`src/rtl/clk_period_monitor_if.sv`:
```
// Bundles the monitored clock input and the measurement results.
// master = the monitor itself, slave = whoever drives sig_in and consumes results.
interface clk_period_monitor_if #(
  parameter int CNT_WIDTH = 16
);
  logic                 sig_in;
  logic [CNT_WIDTH-1:0] period;
  logic [CNT_WIDTH-1:0] high_time;
  logic                 valid;
  logic                 in_tol;
  logic                 stopped;
  logic                 LOCKED;

  modport master (
    input  sig_in,
    output period, high_time, valid, in_tol, stopped, LOCKED
  );

  modport slave (
    output sig_in,
    input  period, high_time, valid, in_tol, stopped, LOCKED
  );
endinterface

```
`src/rtl/clk_period_monitor.sv`:
```
// Measures period and high time of a slow, asynchronous clock (sig_in) in
// clk_in cycles, flags stop/timeout, tolerance and a lock indication.
module clk_period_monitor #(
  parameter int CNT_WIDTH  = 16,
  parameter int TIMEOUT    = 1000,
  parameter int EXP_PERIOD = 4,
  parameter int TOLERANCE  = 0,
  parameter int LOCK_COUNT = 4
) (
  input  logic                  clk_in,
  input  logic                  rst,
  clk_period_monitor_if.master  mon
);

  typedef enum logic [1:0] {IDLE, MEASURE, STOPPED} state_t;

  localparam logic [CNT_WIDTH-1:0] TO_VAL = CNT_WIDTH'(TIMEOUT);
  // Lower bound clamps at zero so a large tolerance cannot underflow.
  localparam logic [31:0] TOL_LO = (EXP_PERIOD > TOLERANCE) ? 32'(EXP_PERIOD - TOLERANCE) : 32'd0;
  localparam logic [31:0] TOL_HI = 32'(EXP_PERIOD + TOLERANCE);
  localparam logic [7:0]  LOCK_THR = 8'(LOCK_COUNT);

  state_t               state, state_nxt;
  logic                 s1, s2, s3;
  logic                 rise, fall;
  logic [CNT_WIDTH-1:0] cnt, cnt_nxt;
  logic [CNT_WIDTH-1:0] high_cap, high_cap_nxt;
  logic [CNT_WIDTH-1:0] period_q, period_nxt;
  logic [CNT_WIDTH-1:0] high_q, high_nxt;
  logic                 valid_q, valid_nxt;
  logic                 in_tol_q, in_tol_nxt;
  logic                 stopped_q, stopped_nxt;
  logic                 locked_q, locked_nxt;
  logic [7:0]           lock_cnt, lock_nxt;
  logic                 tol_now;

  assign rise    = s2 & ~s3;
  assign fall    = ~s2 & s3;
  assign tol_now = (32'(cnt) >= TOL_LO) && (32'(cnt) <= TOL_HI);

  // Two-flop synchronizer plus history flop for edge detection.
  always_ff @(posedge clk_in) begin
    if (rst) begin
      s1 <= 1'b0;
      s2 <= 1'b0;
      s3 <= 1'b0;
    end else begin
      s1 <= mon.sig_in;
      s2 <= s1;
      s3 <= s2;
    end
  end

  // State and measurement registers.
  always_ff @(posedge clk_in) begin
    if (rst) begin
      state     <= IDLE;
      cnt       <= '0;
      high_cap  <= '0;
      period_q  <= '0;
      high_q    <= '0;
      valid_q   <= 1'b0;
      in_tol_q  <= 1'b0;
      stopped_q <= 1'b0;
      locked_q  <= 1'b0;
      lock_cnt  <= '0;
    end else begin
      state     <= state_nxt;
      cnt       <= cnt_nxt;
      high_cap  <= high_cap_nxt;
      period_q  <= period_nxt;
      high_q    <= high_nxt;
      valid_q   <= valid_nxt;
      in_tol_q  <= in_tol_nxt;
      stopped_q <= stopped_nxt;
      locked_q  <= locked_nxt;
      lock_cnt  <= lock_nxt;
    end
  end

  // Next-state and datapath: a rise always beats a same-cycle timeout.
  always_comb begin
    state_nxt    = state;
    cnt_nxt      = cnt;
    high_cap_nxt = high_cap;
    period_nxt   = period_q;
    high_nxt     = high_q;
    valid_nxt    = 1'b0;
    in_tol_nxt   = in_tol_q;
    stopped_nxt  = stopped_q;
    locked_nxt   = locked_q;
    lock_nxt     = lock_cnt;
    case (state)
      IDLE: begin
        if (rise) begin
          state_nxt    = MEASURE;
          cnt_nxt      = CNT_WIDTH'(1);
          high_cap_nxt = '0;
        end else if (cnt == TO_VAL) begin
          state_nxt   = STOPPED;
          stopped_nxt = 1'b1;
          locked_nxt  = 1'b0;
          lock_nxt    = '0;
        end else begin
          cnt_nxt = cnt + 1'b1;
        end
      end
      MEASURE: begin
        if (rise) begin
          period_nxt   = cnt;
          high_nxt     = high_cap;  // zero if no fall was seen this period
          valid_nxt    = 1'b1;
          in_tol_nxt   = tol_now;
          cnt_nxt      = CNT_WIDTH'(1);
          high_cap_nxt = '0;
          if (tol_now) lock_nxt = (lock_cnt == 8'hFF) ? lock_cnt : lock_cnt + 8'd1;
          else         lock_nxt = '0;
          locked_nxt   = (lock_nxt >= LOCK_THR);
        end else if (cnt == TO_VAL) begin
          state_nxt   = STOPPED;
          stopped_nxt = 1'b1;
          locked_nxt  = 1'b0;
          lock_nxt    = '0;
        end else begin
          if (fall) high_cap_nxt = cnt;
          cnt_nxt = cnt + 1'b1;
        end
      end
      STOPPED: begin
        // Counter stays frozen; the restarting rise publishes nothing.
        if (rise) begin
          state_nxt    = MEASURE;
          cnt_nxt      = CNT_WIDTH'(1);
          high_cap_nxt = '0;
          stopped_nxt  = 1'b0;
        end
      end
      default: state_nxt = IDLE;
    endcase
  end

  assign mon.period    = period_q;
  assign mon.high_time = high_q;
  assign mon.valid     = valid_q;
  assign mon.in_tol    = in_tol_q;
  assign mon.stopped   = stopped_q;
  assign mon.LOCKED    = locked_q;

endmodule

```
`src/flat_wrapper.sv`:
```
// flat-port wrapper written by rule: the top's interface ports become plain ports
module clk_period_monitor_flat 
#(
  parameter int CNT_WIDTH  = 16,
  parameter int TIMEOUT    = 1000,
  parameter int EXP_PERIOD = 4,
  parameter int TOLERANCE  = 0,
  parameter int LOCK_COUNT = 4
)
  (clk_in, rst, mon_sig_in, mon_period, mon_high_time, mon_valid, mon_in_tol, mon_stopped, mon_LOCKED);
  clk_period_monitor_if #(.CNT_WIDTH(CNT_WIDTH)) mon_i ();
  input  logic clk_in;
  input  logic rst;
  input wire logic [$bits(mon_i.sig_in)-1:0] mon_sig_in;
  output wire logic [$bits(mon_i.period)-1:0] mon_period;
  output wire logic [$bits(mon_i.high_time)-1:0] mon_high_time;
  output wire logic [$bits(mon_i.valid)-1:0] mon_valid;
  output wire logic [$bits(mon_i.in_tol)-1:0] mon_in_tol;
  output wire logic [$bits(mon_i.stopped)-1:0] mon_stopped;
  output wire logic [$bits(mon_i.LOCKED)-1:0] mon_LOCKED;
  assign mon_i.sig_in = mon_sig_in;
  assign mon_period = mon_i.period;
  assign mon_high_time = mon_i.high_time;
  assign mon_valid = mon_i.valid;
  assign mon_in_tol = mon_i.in_tol;
  assign mon_stopped = mon_i.stopped;
  assign mon_LOCKED = mon_i.LOCKED;
  clk_period_monitor #(.CNT_WIDTH(CNT_WIDTH), .TIMEOUT(TIMEOUT), .EXP_PERIOD(EXP_PERIOD), .TOLERANCE(TOLERANCE), .LOCK_COUNT(LOCK_COUNT)) u_core (.clk_in(clk_in), .rst(rst), .mon(mon_i));
endmodule
```
`config.mk`:
```
export PLATFORM = sky130hd
export DESIGN_NAME = clk_period_monitor_flat
export DESIGN_NICKNAME = d
export VERILOG_FILES = /design/src/rtl/clk_period_monitor_if.sv /design/src/rtl/clk_period_monitor.sv /design/src/flat_wrapper.sv
export SDC_FILE = /design/constraint.sdc
export NUM_CORES = 1
export LEC_CHECK = 0
export ABC_AREA = 1
export BUFFER_PORTS_ARGS = -buffer_cell sky130_fd_sc_hd__clkbuf_2
export CELL_PAD_IN_SITES_DETAIL_PLACEMENT = 2
export CELL_PAD_IN_SITES_GLOBAL_PLACEMENT = 2
export CORE_AREA = 4 4 121 94
export DETAILED_ROUTE_END_ITERATION = 10
export DIE_AREA = 0 0 125 98
export PLACE_DENSITY_LB_ADDON = 0.3
export SYNTH_ARGS = -nofsm -noshare
export SYNTH_HDL_FRONTEND = slang
export SYNTH_SLANG_ARGS = --single-unit
export TNS_END_PERCENT = 30
```
`constraint.sdc`:
```
create_clock -name clk_in -period 4.78 [get_ports clk_in]
set_input_delay 0.478 -clock clk_in [delete_from_list [all_inputs] [get_ports clk_in]]
set_output_delay 0.478 -clock clk_in [all_outputs]
set_load 0.02 [all_outputs]
```
After elaboration in Yosys (flattened, before gate mapping)
Cells that the tools add are included.
{ "totals": {"wordCells": 81, "out_inout_bits": 36, "regBits": 81, "input_bits": 3} }
{ "classes": {"mux": 31, "eq_ne": 13, "n_lt_le_gt_ge": 3, "addsub": 2, "reduce_logical": 14, "bitwise_logic": 5} }
{ "ops": {"columns": ["cell", "count"], "rows": [
  ["two-way mux 16 bit", 7],
  ["case mux 16 bit (2 select lines)", 2],
  ["two-way mux 8 bit", 7],
  ["adder 16 x 1 -> 16 bit, second input constant", 1],
  ["equality test 16 x 10 -> 1 bit, second input constant", 1],
  [">= comparator 16 x 3 -> 1 bit, second input constant", 1],
  ["less-or-equal comparator 16 x 3 -> 1 bit, second input constant", 1],
  ["case mux 8 bit (2 select lines)", 1],
  ["adder 8 x 1 -> 8 bit, second input constant", 1],
  ["equality test 8 bit, second input constant", 1],
  [">= comparator 8 x 3 -> 1 bit, second input constant", 1],
  ["two-way mux 2 bit", 4],
  ["AND reduction 4 bit", 2],
  ["two-way mux 1 bit", 7],
  ["inequality test 2 x 1 -> 1 bit, second input constant", 3],
  ["inequality test 2 bit, second input constant", 3],
  ["inequality test 3 x 2 -> 1 bit, second input constant", 2],
  ["case mux 2 bit (3 select lines)", 1],
  ["AND reduction 2 bit", 3],
  ["nonzero test 2 bit", 3],
  ["OR reduction 2 bit", 3],
  ["case mux 1 bit (2 select lines)", 2],
  ["inequality test 3 x 1 -> 1 bit, second input constant", 1],
  ["NOT 1 bit", 3],
  ["other kinds (6)", 7]
]} }

Logic depth before layout (Yosys ltp)
Gate-level depths: netlist of the first run.
{ "logic_depth": {"word_depth": 8, "depth_mapped": 12, "ltp_nobuf": 12} }

Least setup slack after synthesis of the first run
Ideal clock, no wire load.
{ "synth_timing": {"path_kind": "flip-flop to flip-flop", "start": "register u_core.cnt[0]", "end": "register u_core.high_cap[15]", "stages_incl_launch_ff": 11, "period_less_slack_ns": 1.527, "path_buffers": 1, "setup_ns": 0.070, "arrival_ns": 1.457, "setup_slack_ns": 3.253, "t_required_ns": 4.710, "path_cell_list": "dfxtp_1 inv_2 ha_1 nand3_1 nor2_2 nand2_2 nand2_2 a21oi_4 buf_4 o21ai_0 a21oi_1"} }
{ "synth_between": {"elab_chain_cells": 3} }
{ "synth_lines": {"columns": ["element", "line", "text"], "rows": [
  ["from (decl)", "clk_period_monitor.sv:26", "logic [CNT_WIDTH-1:0] cnt, cnt_nxt;"],
  ["from (signal assigned)", "clk_period_monitor.sv:69", "cnt <= cnt_nxt;"],
  ["equality test 16 x 10 -> 1 bit", "clk_period_monitor.sv:119", "end else if (cnt == TO_VAL) begin"],
  ["inequality test 3 x 2 -> 1 bit (no line)", null, null],
  ["AND reduction 4 bit (no line)", null, null],
  ["to (signal assigned)", "clk_period_monitor.sv:70", "high_cap <= high_cap_nxt;"],
  ["to (decl)", "clk_period_monitor.sv:27", "logic [CNT_WIDTH-1:0] high_cap, high_cap_nxt;"]
]} }
Every way passes these cells.
A chain may end at the register's enable or synchronous reset.

Final worst setup path of the first run
{ "layout_timing": {"start": "register u_core.state[0]", "end": "register u_core.lock_cnt[5]"} }
{ "layout_between": {"elab_chain_cells": 3, "elab_cells_between_ends": 6, "classes_between": "eq/ne (2); mux (1); reduce/logical (3)"} }
{ "layout_lines": {"columns": ["element", "line", "text"], "rows": [
  ["from (decl)", "clk_period_monitor.sv:23", "state_t state, state_nxt;"],
  ["from (signal assigned)", "clk_period_monitor.sv:68", "state <= state_nxt;"],
  ["logical NOT 2 bit or equality test 2 x 1 -> 1 bit (tied branches)", "clk_period_monitor.sv:93", "case (state)"],
  ["inequality test 2 bit (no line) or nonzero test 2 bit (tied branches)", null, null],
  ["AND reduction 2 bit (no line)", null, null],
  ["to (signal assigned)", "clk_period_monitor.sv:77", "lock_cnt <= lock_nxt;"],
  ["to (decl)", "clk_period_monitor.sv:34", "logic [7:0] lock_cnt, lock_nxt;"]
]} }
Several ways; a longest one is shown, not always the timed one.

==> results of run 1 <==
[routing by layer]
| layer | part of all wire, % | wire, um | vias to the layer above |
|---|---|---|---|
| met2 | 46 | 5404 | 61 |
| met1 | 49 | 5653 | 1695 |
| met3 | 3.4 | 395 | 14 |
| met4 | 1.5 | 170 | 0 |
| met5 | 0 | 0 | - |
| li1 | - | - | 1688 |
[synthesized netlist by cell type, types with 3 or more instances]
cell type | instances | share of area, %
nor2_4 | 3 | 0.93
inv_2 | 6 | 0.62
a21oi_1 | 45 | 6.2
o211ai_1 | 3 | 0.62
nor3_1 | 6 | 0.83
nand2_1 | 67 | 6.9
dfxtp_1 | 81 | 45
o21ai_0 | 65 | 9.0
inv_1 | 39 | 4.0
nor2_2 | 6 | 1.0
nand2_2 | 8 | 1.4
ha_1 | 3 | 1.0
clkbuf_1 | 13 | 1.3
buf_2 | 5 | 0.69
nand4_1 | 5 | 0.86
nor2_1 | 74 | 7.7
nand3_1 | 42 | 5.8
buf_6 | 4 | 1.2
[worst max-delay path, delay by kind of cell, from the launching register on]
| family | cells | cell delay, ns |
|---|---|---|
| AO/OA/AOI/OAI | 1 | 0.19 |
| flip-flops | 1 | 0.74 |
| AND/OR/NAND/NOR | 3 | 1.24 |
| buffers and inverters | 4 | 0.79 |
[registers in the layout, summed over array words and instances, names as in the netlist, 2 cells and up]
signal and flops:
u_core.cnt 16, u_core.lock_cnt 8, u_core.state 2, u_core.mon.period 16, u_core.high_cap 16, u_core.mon.high_time 16
[kinds of logic after synthesis]
logic type / count (synthesis)
buf+inv: 70
simple gates: 220
fa+ha+maj: 3
compound gates: 123
flops: 81
[power by group through the flow]
| stage | registers, W | logic [W] | clock network, W |
|---|---|---|---|
| global route | 0.000698 | 0.0000721 | 0.000879 |
| finish | 0.000697 | 0.0000642 | 0.000839 |
| global placement | 0.000710 | 0.0000607 | 0 |
| floorplan | 0.000711 | 0.0000449 | 0 |
| detailed placement | 0.000711 | 0.0000638 | 0 |
| CTS | 0.000696 | 0.0000653 | 0.000850 |
[stage by stage]
| stage | utilization (%) | cell area [sq um] | power [W] | setup WS (ns) | hold slack (ns) |
|---|---|---|---|---|---|
| finish | 41.44 | 4214 | 0.001600 | 1.743 | 0.3326 |
| global placement | 37.92 | 3856 | 0.0007710 | 2.042 | 0.4039 |
| detailed placement | 37.92 | 3856 | 0.0007750 | 1.745 | 0.4148 |
| floorplan | - | 3622 | 0.0007559 | 3.253 | 0.3883 |
| global route | 41.44 | 4214 | 0.001649 | 1.261 | 0.3367 |
| CTS | 41.44 | 4214 | 0.001612 | 1.664 | 0.3279 |
[cell type report]
| cell class | count | area share (%) |
|---|---|---|
| Sequential cell | 81 | 38.48 |
| Timing Repair Buffer | 39 | 4.691 |
| Tap cell | 136 | 4.038 |
| Clock buffer | 10 | 5.434 |
| Multi-Input combinational cell | 346 | 40.14 |
| Inverter | 46 | 4.157 |
| Clock inverter | 5 | 3.058 |
[how the worst min path moves through the flow]
stage and endpoint:
6_report u_core.s1, 5_1_grt u_core.s1, 4_1_cts u_core.s1, 3_5_place_dp u_core.s2, 3_3_place_gp u_core.s2, 2_1_floorplan u_core.s2
==> metrics, run 1 <==
Final Cycle Share=63.53%; placed insts=648; GR Overflow Total=0; Die H=98 um; most frequent cells in the layout=dfxtp_1, nor2_1, nand2_1; Worst EP required=between 5 and 6 ns; Max-slew headroom=35.17%; Die W=125 um; Port Buffers=38; vias in the first global route=3625; crit path cell chain=inv_1 -> nor2_1 -> inv_1 -> nor2_4 -> inv_2 -> nor2_1 -> inv_1 -> o21ai_0; setup TNS=0 ns; Layout Nets=529; Synth Area in Simple Gates=27.50%; Worst Setup End Kind=flip-flop; commonest non-fill, non-tap cell in the layout=dfxtp_1; register area=1622 sq um; Setup CP Type=reg -> reg; Critical Path Start Type=flip-flop; drc violations=0; Netlist cell types=36; Post-Synthesis Cells=about 500; Worst path max stage delay=0.77 ns; Mean Syn Cell Area=7.288 sq um; main combinational cell family by area after synthesis=simple AND/OR/NAND/NOR gates; Post-Synth Adder-Cell Area=1.036%; clock network power share=52.4%; status=complete, no violations; R2R depth=8; M2 GR Usage=31.64%; CP max stage cell=nor2_4; global-route wire length before repair=19.36 mm; switching power=0.0003334 W; Hold Startpoint=mon_sig_in; layout cells sized above 1=16.32%; DRT antenna net count=0; DRT Pass-1 Iters=4; IO Count=39; core box area=between 10000 and 15000 sq um; complex-gate fraction of the synthesized area=between 10% and 20%; # hold bufs at CTS=0; worst r2r dst=u_core.lock_cnt[5]; Fillers=1212; unrepaired setup endpoints after global routing=no; endpoints failing setup=0; Hold Path Stages=3; post-DR wirelength/cell=about 18 um; Tightest Pin Transition=0.9701 ns; Site Rows=32; largest net degree at the start of global routing=54; P_leak=1.784 nW; Ys Warns=0; Global Route Usage Sum=between 10% and 20%; met3 Use GR=4.046%; die area=12250 sq um; CP startpoint=u_core.state[0]; Final Hold Viols=0; Primary FF master, synth=dfxtp_1; fmax=329.3 MHz; Cell Count, Final, Fillers Out=663; Post-synth EDFFs=0; P_int=0.001266 W; ys async rst share=0%; flop2flop setup slack=about 1.7 ns; Num CTS Buffers=9; WL final=between 10 and 15 mm; Clock Tree Buf Depth=2; CTS tree=built; gpl congestion=just over 0.8; Synth-to-Final Area Change=16.34%; CP Max Fanout=a little under 50; crit path DAT=3.29 ns; Tmin final=just over 3 ns; sequential fraction of the synthesis area=44.77%; R2R Path Start=u_core.state[0]; clk slew on worst S/H paths=0.06 ns; xor/xnor share of the synthesized area=0%; multiplexer share of the synthesized area=0%; Pwr per Cell Area=379.6 nW/um^2; Netlist Area Pre-Place=3622 sq um; met1 GRT Util=approximately a quarter; Setup crit end=u_core.lock_cnt[5]; htree depth=3; worst hold path class=in -> reg; combinational share of power=about 4.0%; syn_nets=503; post-synthesis register bit count=81; global route hottest layer=met2; starting density of the core=35.62%; post-DR vias/cell=5.216; Post-CTS Setup Inserts=0; worst skew pair latency=approximately 0.34 ns; most frequent CP cell=inv_1; initial DRC count=126; initial antenna violation count=0; Post-CTS Resized=0; sequential share of power=43.5%; routed via count=3458; clk sink count=around 80; diode count=0; Max Cap Viol=0; Multi-input gate area=1692 sq um; fin. max-slew vios=0; maximum vdd drop=0.2202 mV; clock root buffer=clkbuf_16; HPWL after DPL=8.290 mm; Switching Share=around a fifth; skew final=0.007836 ns
Note: power is estimated with default switching activity, not from simulation.
==> run 2: changes to the inputs <==
Settings changed: CORE_AREA 4 4 121 94 to 4 4 132 103, DIE_AREA 0 0 125 98 to 0 0 136 107.
Clock period 4.78 ns to 2.5 ns, I/O delays scaled along.
==> run 2 against run 1 <==
Die area increased by 19%. Via count grew 0.26%. Core utilization is 6.2 points lower. Combinational power up 110%. Sequential power is 91% higher. Total power rose by 77%. Maximum frequency up 55%. Sequential share of layout area decreased by 0.53 points. Largest cell class unchanged. Critical endpoint is now u_core.high_cap[9].
==> metrics, run 2 (synthesis gave the netlist of run 1 again) <==
routed via count=3467; Hold Path Stages=3; DRT Pass-1 Iters=4; Site Rows=35; Pwr per Cell Area=660.9 nW/um^2; most frequent cells in the layout=dfxtp_1, nor2_1, nand2_1; Die H=107 um; core box area=12130 sq um; worst hold path class=in -> reg; P_leak=1.802 nW; Layout Nets=537; Max Cap Viol=0; initial DRC count=224; clk slew on worst S/H paths=0.06 ns; sequential share of power=47.0%; switching power=~0.00066 W; global-route wire length before repair=19.54 mm; Num CTS Buffers=9; fin. max-slew vios=0; R2R depth=10; # hold bufs at CTS=0; HPWL after DPL=8.738 mm; Switching Share=23.42%; Worst Setup End Kind=flip-flop; Worst EP required=between 2 and 3 ns; Post-CTS Setup Inserts=0; Critical Path Start Type=flip-flop; combinational share of power=4.8%; starting density of the core=29.86%; drc violations=0; IO Count=39; clock root buffer=clkbuf_16; die area=14550 sq um; vias in the first global route=3703; commonest non-fill, non-tap cell in the layout=dfxtp_1; Setup CP Type=reg -> reg; diode count=0; largest net degree at the start of global routing=43; skew final=0.005467 ns; layout cells sized above 1=17.72%; Final Hold Viols=0; setup TNS=0 ns; initial antenna violation count=0; endpoints failing setup=0; htree depth=3; gpl congestion=0.8955; P_int=0.002163 W; CTS tree=built; DRT antenna net count=0; Tightest Pin Transition=0.4767 ns; CP Max Fanout=32; Final Cycle Share=78.60%; Hold Slack=0.1071 ns; status=complete, no violations; crit path DAT=2.22 ns; clock network power share=between 40% and 50%; GR Overflow Total=0; Tmin final=1.965 ns; post-DR vias/cell=4.939; worst skew pair latency=0.34 ns; Die W=136 um; Synth-to-Final Area Change=17.96%; fmax=between 500 and 600 MHz; WL final=about 12 mm; clk sink count=81; Global Route Usage Sum=16.99%; PnR Total Power=0.002824 W; unrepaired setup endpoints after global routing=no; post-DR wirelength/cell=16.50 um; Clock Tree Buf Depth=2; Max-slew headroom=67.97%; maximum vdd drop=roughly 0.32 mV; Post-CTS Resized=0; Port Buffers=38
[run 2: power by group through the flow]
stage | Clock (W) | Combinational (W) | Sequential, W
2_1_floorplan | 0 | 0.0000858 | 0.00136
3_3_place_gp | 0 | 0.000130 | 0.00135
3_5_place_dp | 0 | 0.000136 | 0.00136
4_1_cts | 0.00139 | 0.000138 | 0.00133
5_1_grt | 0.00145 | 0.000153 | 0.00133
6_report | 0.00136 | 0.000135 | 0.00133
[run 2: path summary, 6_finish.rpt]
| kind | startpoint | end | slack [ns] |
|---|---|---|---|
| setup reg to reg | u_core.cnt[1] | u_core.high_cap[9] | 0.53 |
| hold / removal | mon_sig_in | u_core.s1 | 0.11 |
| hold reg to reg | u_core.s1 | u_core.s2 | 0.41 |
| setup / recovery | u_core.cnt[1] | u_core.high_cap[9] | 0.53 |
[run 2: through the flow]
stage               instance area [sq um]  utilization [%]  instances  setup WS, ns
detailed placement                   3966            32.70        686        0.5464
global route                         4273            35.22        702        0.3288
global placement                     3966            32.70        686        0.7051
finish                               4273            35.22        702        0.5350
floorplan                            3622                -        497        0.9732
CTS                                  4273            35.22        702        0.4966
[run 2: final cells by class]
| class | count | area, sq um |
|---|---|---|
| fill | 1451 | 7858 |
| multi-input combinational | 346 | 1692 |
| sequential | 81 | 1622 |
| timing repair buffer | 47 | 270.3 |
| clock buffer | 11 | 242.7 |
| tap | 166 | 207.7 |
| inverter | 46 | 175.2 |
| clock inverter | 5 | 63.81 |
[run 2: routing by layer]
| metal | routed length (um) | track usage (%) | vias to the layer above |
|---|---|---|---|
| met5 | 0 | 0 | - |
| li1 | - | - | 1707 |
| met3 | 568 | 3.893 | 11 |
| met2 | 5225 | 27.67 | 57 |
| met4 | 112 | 3.885 | 0 |
| met1 | 5679 | 22.90 | 1692 |
[run 2: critical path: stages, from the launching register on]
cell and delay, ns:
dfxtp_1 0.41, inv_1 0.10, ha_1 0.23, nand3_1 0.14
nor2_2 0.06, nand2_2 0.12, nand2_2 0.09, a21oi_4 0.11
buf_4 0.30, o21ai_0 0.15, a21oi_1 0.16
